**src/rtl/br_lite_local_ni.sv**
```systemverilog
// BrLite local network interface: PE-side valid/ready streams to and from the
// router LOCAL port. Flits cross the router boundary with a 4-phase req/ack handshake.
package br_lite_pkg;
  localparam int BR_ID_W = 3;

  typedef enum logic [1:0] {
    BR_SVC_ALL   = 2'd0,
    BR_SVC_TGT   = 2'd1,
    BR_SVC_CLEAR = 2'd2,
    BR_SVC_MON   = 2'd3
  } br_svc_t;

  typedef struct packed {
    br_svc_t              service;
    logic [15:0]          source;
    logic [15:0]          target;
    logic [BR_ID_W-1:0]   id;
    logic [31:0]          payload;
  } br_data_t;
endpackage

module br_lite_local_ni
  import br_lite_pkg::*;
#(
  parameter logic [15:0] ADDRESS  = 16'h0,
  parameter int          TX_DEPTH = 4,
  parameter int          RX_DEPTH = 4
) (
  input  logic     clk_i,
  input  logic     rst_ni,
  input  logic     tx_valid_i,
  output logic     tx_ready_o,
  input  br_data_t tx_data_i,
  output logic     tx_err_o,
  output logic     rx_valid_o,
  input  logic     rx_ready_i,
  output br_data_t rx_data_o,
  output br_data_t br_flit_o,
  output logic     br_req_o,
  input  logic     br_ack_i,
  input  br_data_t br_flit_i,
  input  logic     br_req_i,
  output logic     br_ack_o,
  input  logic     br_local_busy_i
);

  localparam int TX_AW = $clog2(TX_DEPTH);
  localparam int RX_AW = $clog2(RX_DEPTH);

  typedef enum logic [1:0] {TX_IDLE, TX_REQ, TX_WAIT_ACK_LOW} tx_state_t;
  typedef enum logic {RX_IDLE, RX_ACK} rx_state_t;

  br_data_t             r_txMem [TX_DEPTH];
  logic [TX_AW:0]       r_txWr;
  logic [TX_AW:0]       r_txRd;
  logic                 r_txReady;
  logic                 r_txErr;
  tx_state_t            r_txState;
  tx_state_t            w_txStateNext;
  br_data_t             r_flit;
  logic [BR_ID_W-1:0]   r_idCnt;
  logic                 w_txSvcOk;
  logic                 w_txHs;
  logic                 w_txPush;
  logic                 w_txPop;
  logic                 w_txLoad;
  logic                 w_txEmpty;
  logic [TX_AW:0]       w_txWrNext;
  logic [TX_AW:0]       w_txRdNext;
  logic                 w_txFullNext;
  br_data_t             w_txStamped;

  br_data_t             r_rxMem [RX_DEPTH];
  logic [RX_AW:0]       r_rxWr;
  logic [RX_AW:0]       r_rxRd;
  rx_state_t            r_rxState;
  rx_state_t            w_rxStateNext;
  logic                 w_rxPush;
  logic                 w_rxPop;
  logic                 w_rxEmpty;
  logic                 w_rxFull;

  assign w_txSvcOk  = (tx_data_i.service == BR_SVC_ALL) || (tx_data_i.service == BR_SVC_TGT);
  assign w_txHs     = tx_valid_i && r_txReady;
  assign w_txPush   = w_txHs && w_txSvcOk;
  assign w_txEmpty  = (r_txWr == r_txRd);
  assign w_txWrNext = r_txWr + {{TX_AW{1'b0}}, w_txPush};
  assign w_txRdNext = r_txRd + {{TX_AW{1'b0}}, w_txPop};
  // Ready is computed from the post-edge pointers so it never passes through on a full FIFO.
  assign w_txFullNext = (w_txWrNext[TX_AW] != w_txRdNext[TX_AW]) &&
                        (w_txWrNext[TX_AW-1:0] == w_txRdNext[TX_AW-1:0]);

  assign tx_ready_o = r_txReady;
  assign tx_err_o   = r_txErr;
  assign br_flit_o  = r_flit;
  assign br_req_o   = (r_txState == TX_REQ);

  always_ff @(posedge clk_i) begin
    if (w_txPush) r_txMem[r_txWr[TX_AW-1:0]] <= tx_data_i;
  end

  always_comb begin
    w_txStamped        = r_txMem[r_txRd[TX_AW-1:0]];
    w_txStamped.source = ADDRESS;
    w_txStamped.id     = r_idCnt;
  end

  always_comb begin
    w_txStateNext = r_txState;
    w_txPop       = 1'b0;
    w_txLoad      = 1'b0;
    case (r_txState)
      TX_IDLE: begin
        if (!w_txEmpty && !br_local_busy_i) begin
          w_txLoad      = 1'b1;
          w_txStateNext = TX_REQ;
        end
      end
      TX_REQ: begin
        if (br_ack_i) begin
          w_txPop       = 1'b1;
          w_txStateNext = TX_WAIT_ACK_LOW;
        end
      end
      TX_WAIT_ACK_LOW: begin
        if (!br_ack_i) w_txStateNext = TX_IDLE;
      end
      default: w_txStateNext = TX_IDLE;
    endcase
  end

  always_ff @(posedge clk_i or negedge rst_ni) begin
    if (!rst_ni) begin
      r_txWr    <= '0;
      r_txRd    <= '0;
      r_txReady <= 1'b1;
      r_txErr   <= 1'b0;
      r_txState <= TX_IDLE;
      r_flit    <= '0;
      r_idCnt   <= '0;
    end else begin
      r_txWr    <= w_txWrNext;
      r_txRd    <= w_txRdNext;
      r_txReady <= !w_txFullNext;
      r_txErr   <= w_txHs && !w_txSvcOk;
      r_txState <= w_txStateNext;
      if (w_txLoad) r_flit <= w_txStamped;
      if (w_txPop)  r_idCnt <= r_idCnt + BR_ID_W'(1);
    end
  end

  assign w_rxEmpty  = (r_rxWr == r_rxRd);
  assign w_rxFull   = (r_rxWr[RX_AW] != r_rxRd[RX_AW]) &&
                      (r_rxWr[RX_AW-1:0] == r_rxRd[RX_AW-1:0]);
  assign w_rxPop    = rx_ready_i && !w_rxEmpty;
  assign rx_valid_o = !w_rxEmpty;
  assign rx_data_o  = r_rxMem[r_rxRd[RX_AW-1:0]];
  assign br_ack_o   = (r_rxState == RX_ACK);

  always_ff @(posedge clk_i) begin
    if (w_rxPush) r_rxMem[r_rxWr[RX_AW-1:0]] <= br_flit_i;
  end

  // A flit is captured only on the IDLE->ACK transition, so a long req still pushes once.
  always_comb begin
    w_rxStateNext = r_rxState;
    w_rxPush      = 1'b0;
    case (r_rxState)
      RX_IDLE: begin
        if (br_req_i && !w_rxFull) begin
          w_rxPush      = 1'b1;
          w_rxStateNext = RX_ACK;
        end
      end
      RX_ACK: begin
        if (!br_req_i) w_rxStateNext = RX_IDLE;
      end
      default: w_rxStateNext = RX_IDLE;
    endcase
  end

  always_ff @(posedge clk_i or negedge rst_ni) begin
    if (!rst_ni) begin
      r_rxWr    <= '0;
      r_rxRd    <= '0;
      r_rxState <= RX_IDLE;
    end else begin
      r_rxWr    <= r_rxWr + {{RX_AW{1'b0}}, w_rxPush};
      r_rxRd    <= r_rxRd + {{RX_AW{1'b0}}, w_rxPop};
      r_rxState <= w_rxStateNext;
    end
  end

endmodule

```
**config.mk**
```make
export PLATFORM = sky130hd
export DESIGN_NAME = br_lite_local_ni
export DESIGN_NICKNAME = d
export VERILOG_FILES = /design/src/rtl/br_lite_local_ni.sv
export SDC_FILE = /design/constraint.sdc
export NUM_CORES = 1
export LEC_CHECK = 0
export ABC_CLOCK_PERIOD_IN_PS = 17050
export CORE_MARGIN = 3
export CORE_UTILIZATION = 58
export DETAILED_ROUTE_END_ITERATION = 8
export PLACE_DENSITY = 0.86
export SYNTH_ARGS = -nofsm -noshare
export SYNTH_HDL_FRONTEND = slang
export SYNTH_SLANG_ARGS = --single-unit
```
**constraint.sdc**
```tcl
create_clock -name clk_i -period 17.05 [get_ports clk_i]
set_input_delay 3.41 -clock clk_i [delete_from_list [all_inputs] [get_ports clk_i]]
set_output_delay 3.41 -clock clk_i [all_outputs]
set_load 0.01 [all_outputs]
```
* Word-level counts from Yosys, hierarchy flattened
Memory sizes are Yosys's and may differ from the RTL's. A register that Yosys moved wholly into a read port is not among the register bits.
Index checks and enable logic that the tools add are counted.
** Storage, ports and cells
- Register bits after elaboration :: 23
- Bits in writable memories :: 552
- Input bits :: 145
- Output and inout bits :: 143
- Logic and storage cells :: 65
- Memories :: 2
** Memory list
- r_rxMem :: depth 4, bits a word 69, rd ports 1, clocked after memory_dff 0, write ports 1, RTL line 73 : br_data_t r_rxMem [RX_DEPTH];
- r_txMem :: depth 4, bits a word 69, rd ports 1, clocked after memory_dff 1, write ports 1, RTL line 53 : br_data_t r_txMem [TX_DEPTH];
** Cells by class
- Add/sub/neg operators :: 5
- Eq/ne operators :: 12
- Muxes and demuxes :: 16
- Bitwise gates (word level) :: 1
- Reduce and logical (&&, ||, !) cells :: 19
** Operators with widths (number)
- $add A3 B1 Y3 :: 4
- $mux W1 :: 11
- $logic_and A1 B1 Y1 :: 8
- $logic_not A1 Y1 :: 7
- $eq A3 B3 Y1 :: 2
- $mux W2 :: 3
- $pmux W2 S3 :: 1
- $eq A2 B1 Y1 const B :: 2
- $eq A2 B2 Y1 :: 2
- $logic_not A2 Y1 :: 2
- $ne A2 B2 Y1 const B :: 2
- $add A3 B1 Y3 const B :: 1
- $reduce_and A3 Y1 :: 1
- $eq A2 B2 Y1 const B :: 1
- $ne A1 B1 Y1 :: 2
- $ne A2 B1 Y1 const B :: 1
- $pmux W1 S2 :: 1
- $logic_or A1 B1 Y1 :: 1
- $not A1 Y1 :: 1

* Logic depth before layout (Yosys ltp)
- Word-level depth :: 8
- Gate-level depth with buffers :: 7
- Gate-level depth less buffers :: 6

* Worst setup path before layout
No wires, ideal clock.
- Path kind :: input port to flip-flop
- From :: input br_req_i
- To :: memory r_rxMem[0][0] in the netlist's numbering (enable)
- Setup time :: 595 ps
- Data arrival time :: 8899 ps
- Data required time :: 16455 ps
- Setup slack :: 7556 ps
- Cell stages on the path :: 3
- Path buffers :: 0
- Cells stage by stage :: inv_1 a311oi_1 nor3b_1
** Between the ends
- Word-level cells in the longest chain between the ends :: 5
** Ends and longest elaborated chain
- start: declaration :: RTL line 42 : input logic br_req_i,
- $logic_and A1 B1 Y1 :: RTL line 170 : if (br_req_i && !w_rxFull) begin
- $mux W1 :: RTL line 170
- $mux W1 :: RTL line 168 : case (r_rxState)
- $mux W1 :: RTL line 161 : if (w_rxPush) r_rxMem[r_rxWr[RX_AW-1:0]] <= br_flit_i;
- $mux W1 (not written as such) :: RTL line 161
- end: declaration :: RTL line 73
Every way passes these cells.

==> results.toml <==
[hold_path]
hold_class = "flop to flop"

[placement]
hpwl_um = 22600
place_area_mm2 = 0.0231
pre_cts_ws_ns = 10.78
place_congestion = 0.668
port_buffers = 252

[finish]
num-fill-cells = 1893
syn_to_final_growth_pct = 22.9
nets = 1262
final_core_util_pct = 73.2
final_area_mm2 = 0.0248
drive_above_1_share_pct = 23.1

[floorplan]
rows = 67
core-area_mm2 = 0.0339
fp.dieH_um = 192
initial_core_util_pct = 59.6
dieArea_mm2 = 0.0370
die_x_um = 192
ios = 288

[routing]
post_drt_wl_per_cell_um = 25.0
antenna_left = 0
drc = 0
viasPerCell = 5.75
firstDrtPassIters = 4
wirelength_um = 39900
vias = 9172
drtIter0Drc = 650

[synth]
ys.warnings.count = 0
netlist_area_mm2 = 0.0202
yosys.area.top_type = "edfxtp_1"
synth.distinct_cells = 32
ys_ff_latch = 549
yosysSeqAreaShare_pct = 79.9
synthCells = 826
synth_top_area_share_pct = 70.9
ys_top_cells_by_area = "edfxtp_1 71%, mux4_2 13%, dfrtp_1 8.9%"
avgSynthCellArea_um2 = 24.4

[critical_path]
worst_setup_path_end_kind = "output pin"
crit_fanout = 51
cp.required_ns = 13.64
start_kind = "flop"
path_class = "flop to output pin"
critPathArrivalTime_ns = 3.30

[clocking]
cts_root_buf = "clkbuf_16"
post_cts_resized = 0
clkSlewWorstSetupHoldPaths_ns = 0.06
cts_hold_buf = 0
htreeDepth = 2
worstSkewPairLatency_ns = 0.57
postCtsSetupBuffers = 0
clock_path_buffers = 3
cts_sinks = 549
tritoncts = "yes"
numCtsBuffers = 52

[pwr]
finalPower_w = 0.00422
ir_drop_mv = 0.120
powerDensity_mw_per_mm2 = 170
leakagePower_nw = 8.26

[grt]
grt_usage_pct = 22.1
antenna_found_initial = 5
grt_pass1_vias = 9978
grt-ovfl-total = 0
grt_start_max_net_pins = 72
grt_pass1_wl_um = 60400

[timing]
maxSlewViolCount = 0
finClkSkew_ns = 0.0203
rsz0062_at_grt = "false"
setup_ws_ns = 10.34
setup_viol = 0
tightest_slew_ns = 1.06
tns_ns = 0
period_share_pct = 39.3
final-hold-violation-count = 0
fmax_mhz = 149
slew-limit-headroom_pct = 29.6
fin_crit_ns = 6.71

[run_status]
status = "finished clean"

[job]
cap_violations = 0
==> per-layer routing <==
metal  track usage (%)  vias to the layer above  routed length (µm)
met2              36.3                      356               20100
met5                 0                        -                  36
li1                  -                     3962                   -
met3              8.36                       67                4140
met1              27.6                     4781               14600
met4              6.81                        6                1010
==> sequential cells by signal, indices dropped and copies added (netlist names) <==
| signal | flops |
|---|---|
| br_ack_o | 1 |
| r_txMem | 200 |
| r_idCnt | 3 |
| br_flit_o | 53 |
| tx_ready_o | 1 |
| r_rxMem | 276 |
| r_rxRd | 3 |
| r_txState | 2 |
| r_txWr | 3 |
| r_rxWr | 3 |
| tx_err_o | 1 |
| r_txRd | 3 |
==> final timing paths <==
path                             from             end  slack, ns  cells past startpoint
setup / recovery            r_rxRd[0]    rx_data_o[7]      10.34                      3
min in group asynchronous      rst_ni    br_flit_o[4]       2.68                      1
setup reg to reg            r_rxRd[0]  r_rxMem[0][42]      13.12                      5
hold reg to reg            r_idCnt[2]      r_idCnt[2]       0.48                      1
hold / removal             r_idCnt[2]      r_idCnt[2]       0.48                      1
max in group asynchronous      rst_ni       r_rxRd[0]      13.17                      2
==> Yosys cell counts <==
cell type  instances
nand3b_1           1
or3_1              1
o21bai_1           1
buf_2             13
dfrtp_1           72
inv_1              3
mux2_2            50
ha_1               9
nor2_1             2
buf_6              5
buf_4             18
clkbuf_1          13
nand2b_1           2
or3_4              1
dfstp_2            1
conb_1             1
clkbuf_2           1
and2_1             1
xor2_1             8
and3b_1            4
buf_1              1
mux4_2           119
nor3b_1            2
a21boi_0           1
a311oi_1           1
a41oi_1            1
edfxtp_1         476
xnor2_1            7
nand2_1            3
mux2_1             4
a31oi_4            1
and3_1             3
==> cell families after synthesis <==
logic type                 count (synthesis)  share of synthesized area, %
DFF                                      549                          79.9
muxes                                    173                          16.3
buffers and inverters                     54                          1.61
and+or+nand+nor                           20                         0.651
xor gates and xnor gates                  15                         0.651
adders and majority gates                  9                         0.558
AOI/OAI and AO/OA                          5                         0.267
other                                      1                        0.0186
==> report_power, final <==
part,switching [W],internal (W)
Combinational,0.000540,0.000708
Clock,0.000458,0.000654
Sequential,0.000146,0.00171
==> area by class of cell <==
type	count	area (µm²)	share of cell area [%]
well taps	448	561	2.26
inverters	3	11.3	0.0454
clock buffers	68	1410	5.70
diodes	2	5.00	0.0202
flip-flops and latches	549	16100	65.1
multi-input cells	238	3820	15.4
repair buffers	264	2610	10.5
clock inverters	24	235	0.949
==> per-stage QoR <==
| stage | std cells | hold WS [ns] |
|---|---|---|
| after global routing | 1595 | 0.513 |
| after floorplan | 841 | 0.439 |
| after CTS | 1594 | 0.486 |
| after global placement | 1502 | 0.456 |
| final | 1596 | 0.483 |
| after detailed placement | 1502 | 0.476 |
==> worst max-delay path: stages, from the launching register on <==
cell	delay, ns
dfrtp_4	0.69
buf_4	0.85
mux4_2	0.62
clkdlybuf4s50_1	0.54
==> cell usage in the layout, fill, tap and decap left out, types with 2 or more instances in the layout <==
master / count
clkbuf_1: 12
xor2_1: 8
mux2_2: 50
clkbuf_8: 3
clkdlybuf4s50_1: 251
mux4_2: 119
and3b_1: 2
nand2b_1: 2
bufinv_16: 5
nand2_1: 3
ha_1: 9
clkinv_2: 5
inv_1: 3
and3b_4: 2
clkbuf_16: 53
dfrtp_4: 3
nor2_4: 2
diode_2: 2
mux2_1: 4
nor3b_2: 2
xnor2_1: 7
buf_4: 13
conb_1: 16
dfrtp_1: 68
clkinvlp_4: 2
clkinv_1: 12
edfxtp_1: 476
No activity file was read; power rests on OpenSTA's default activity.
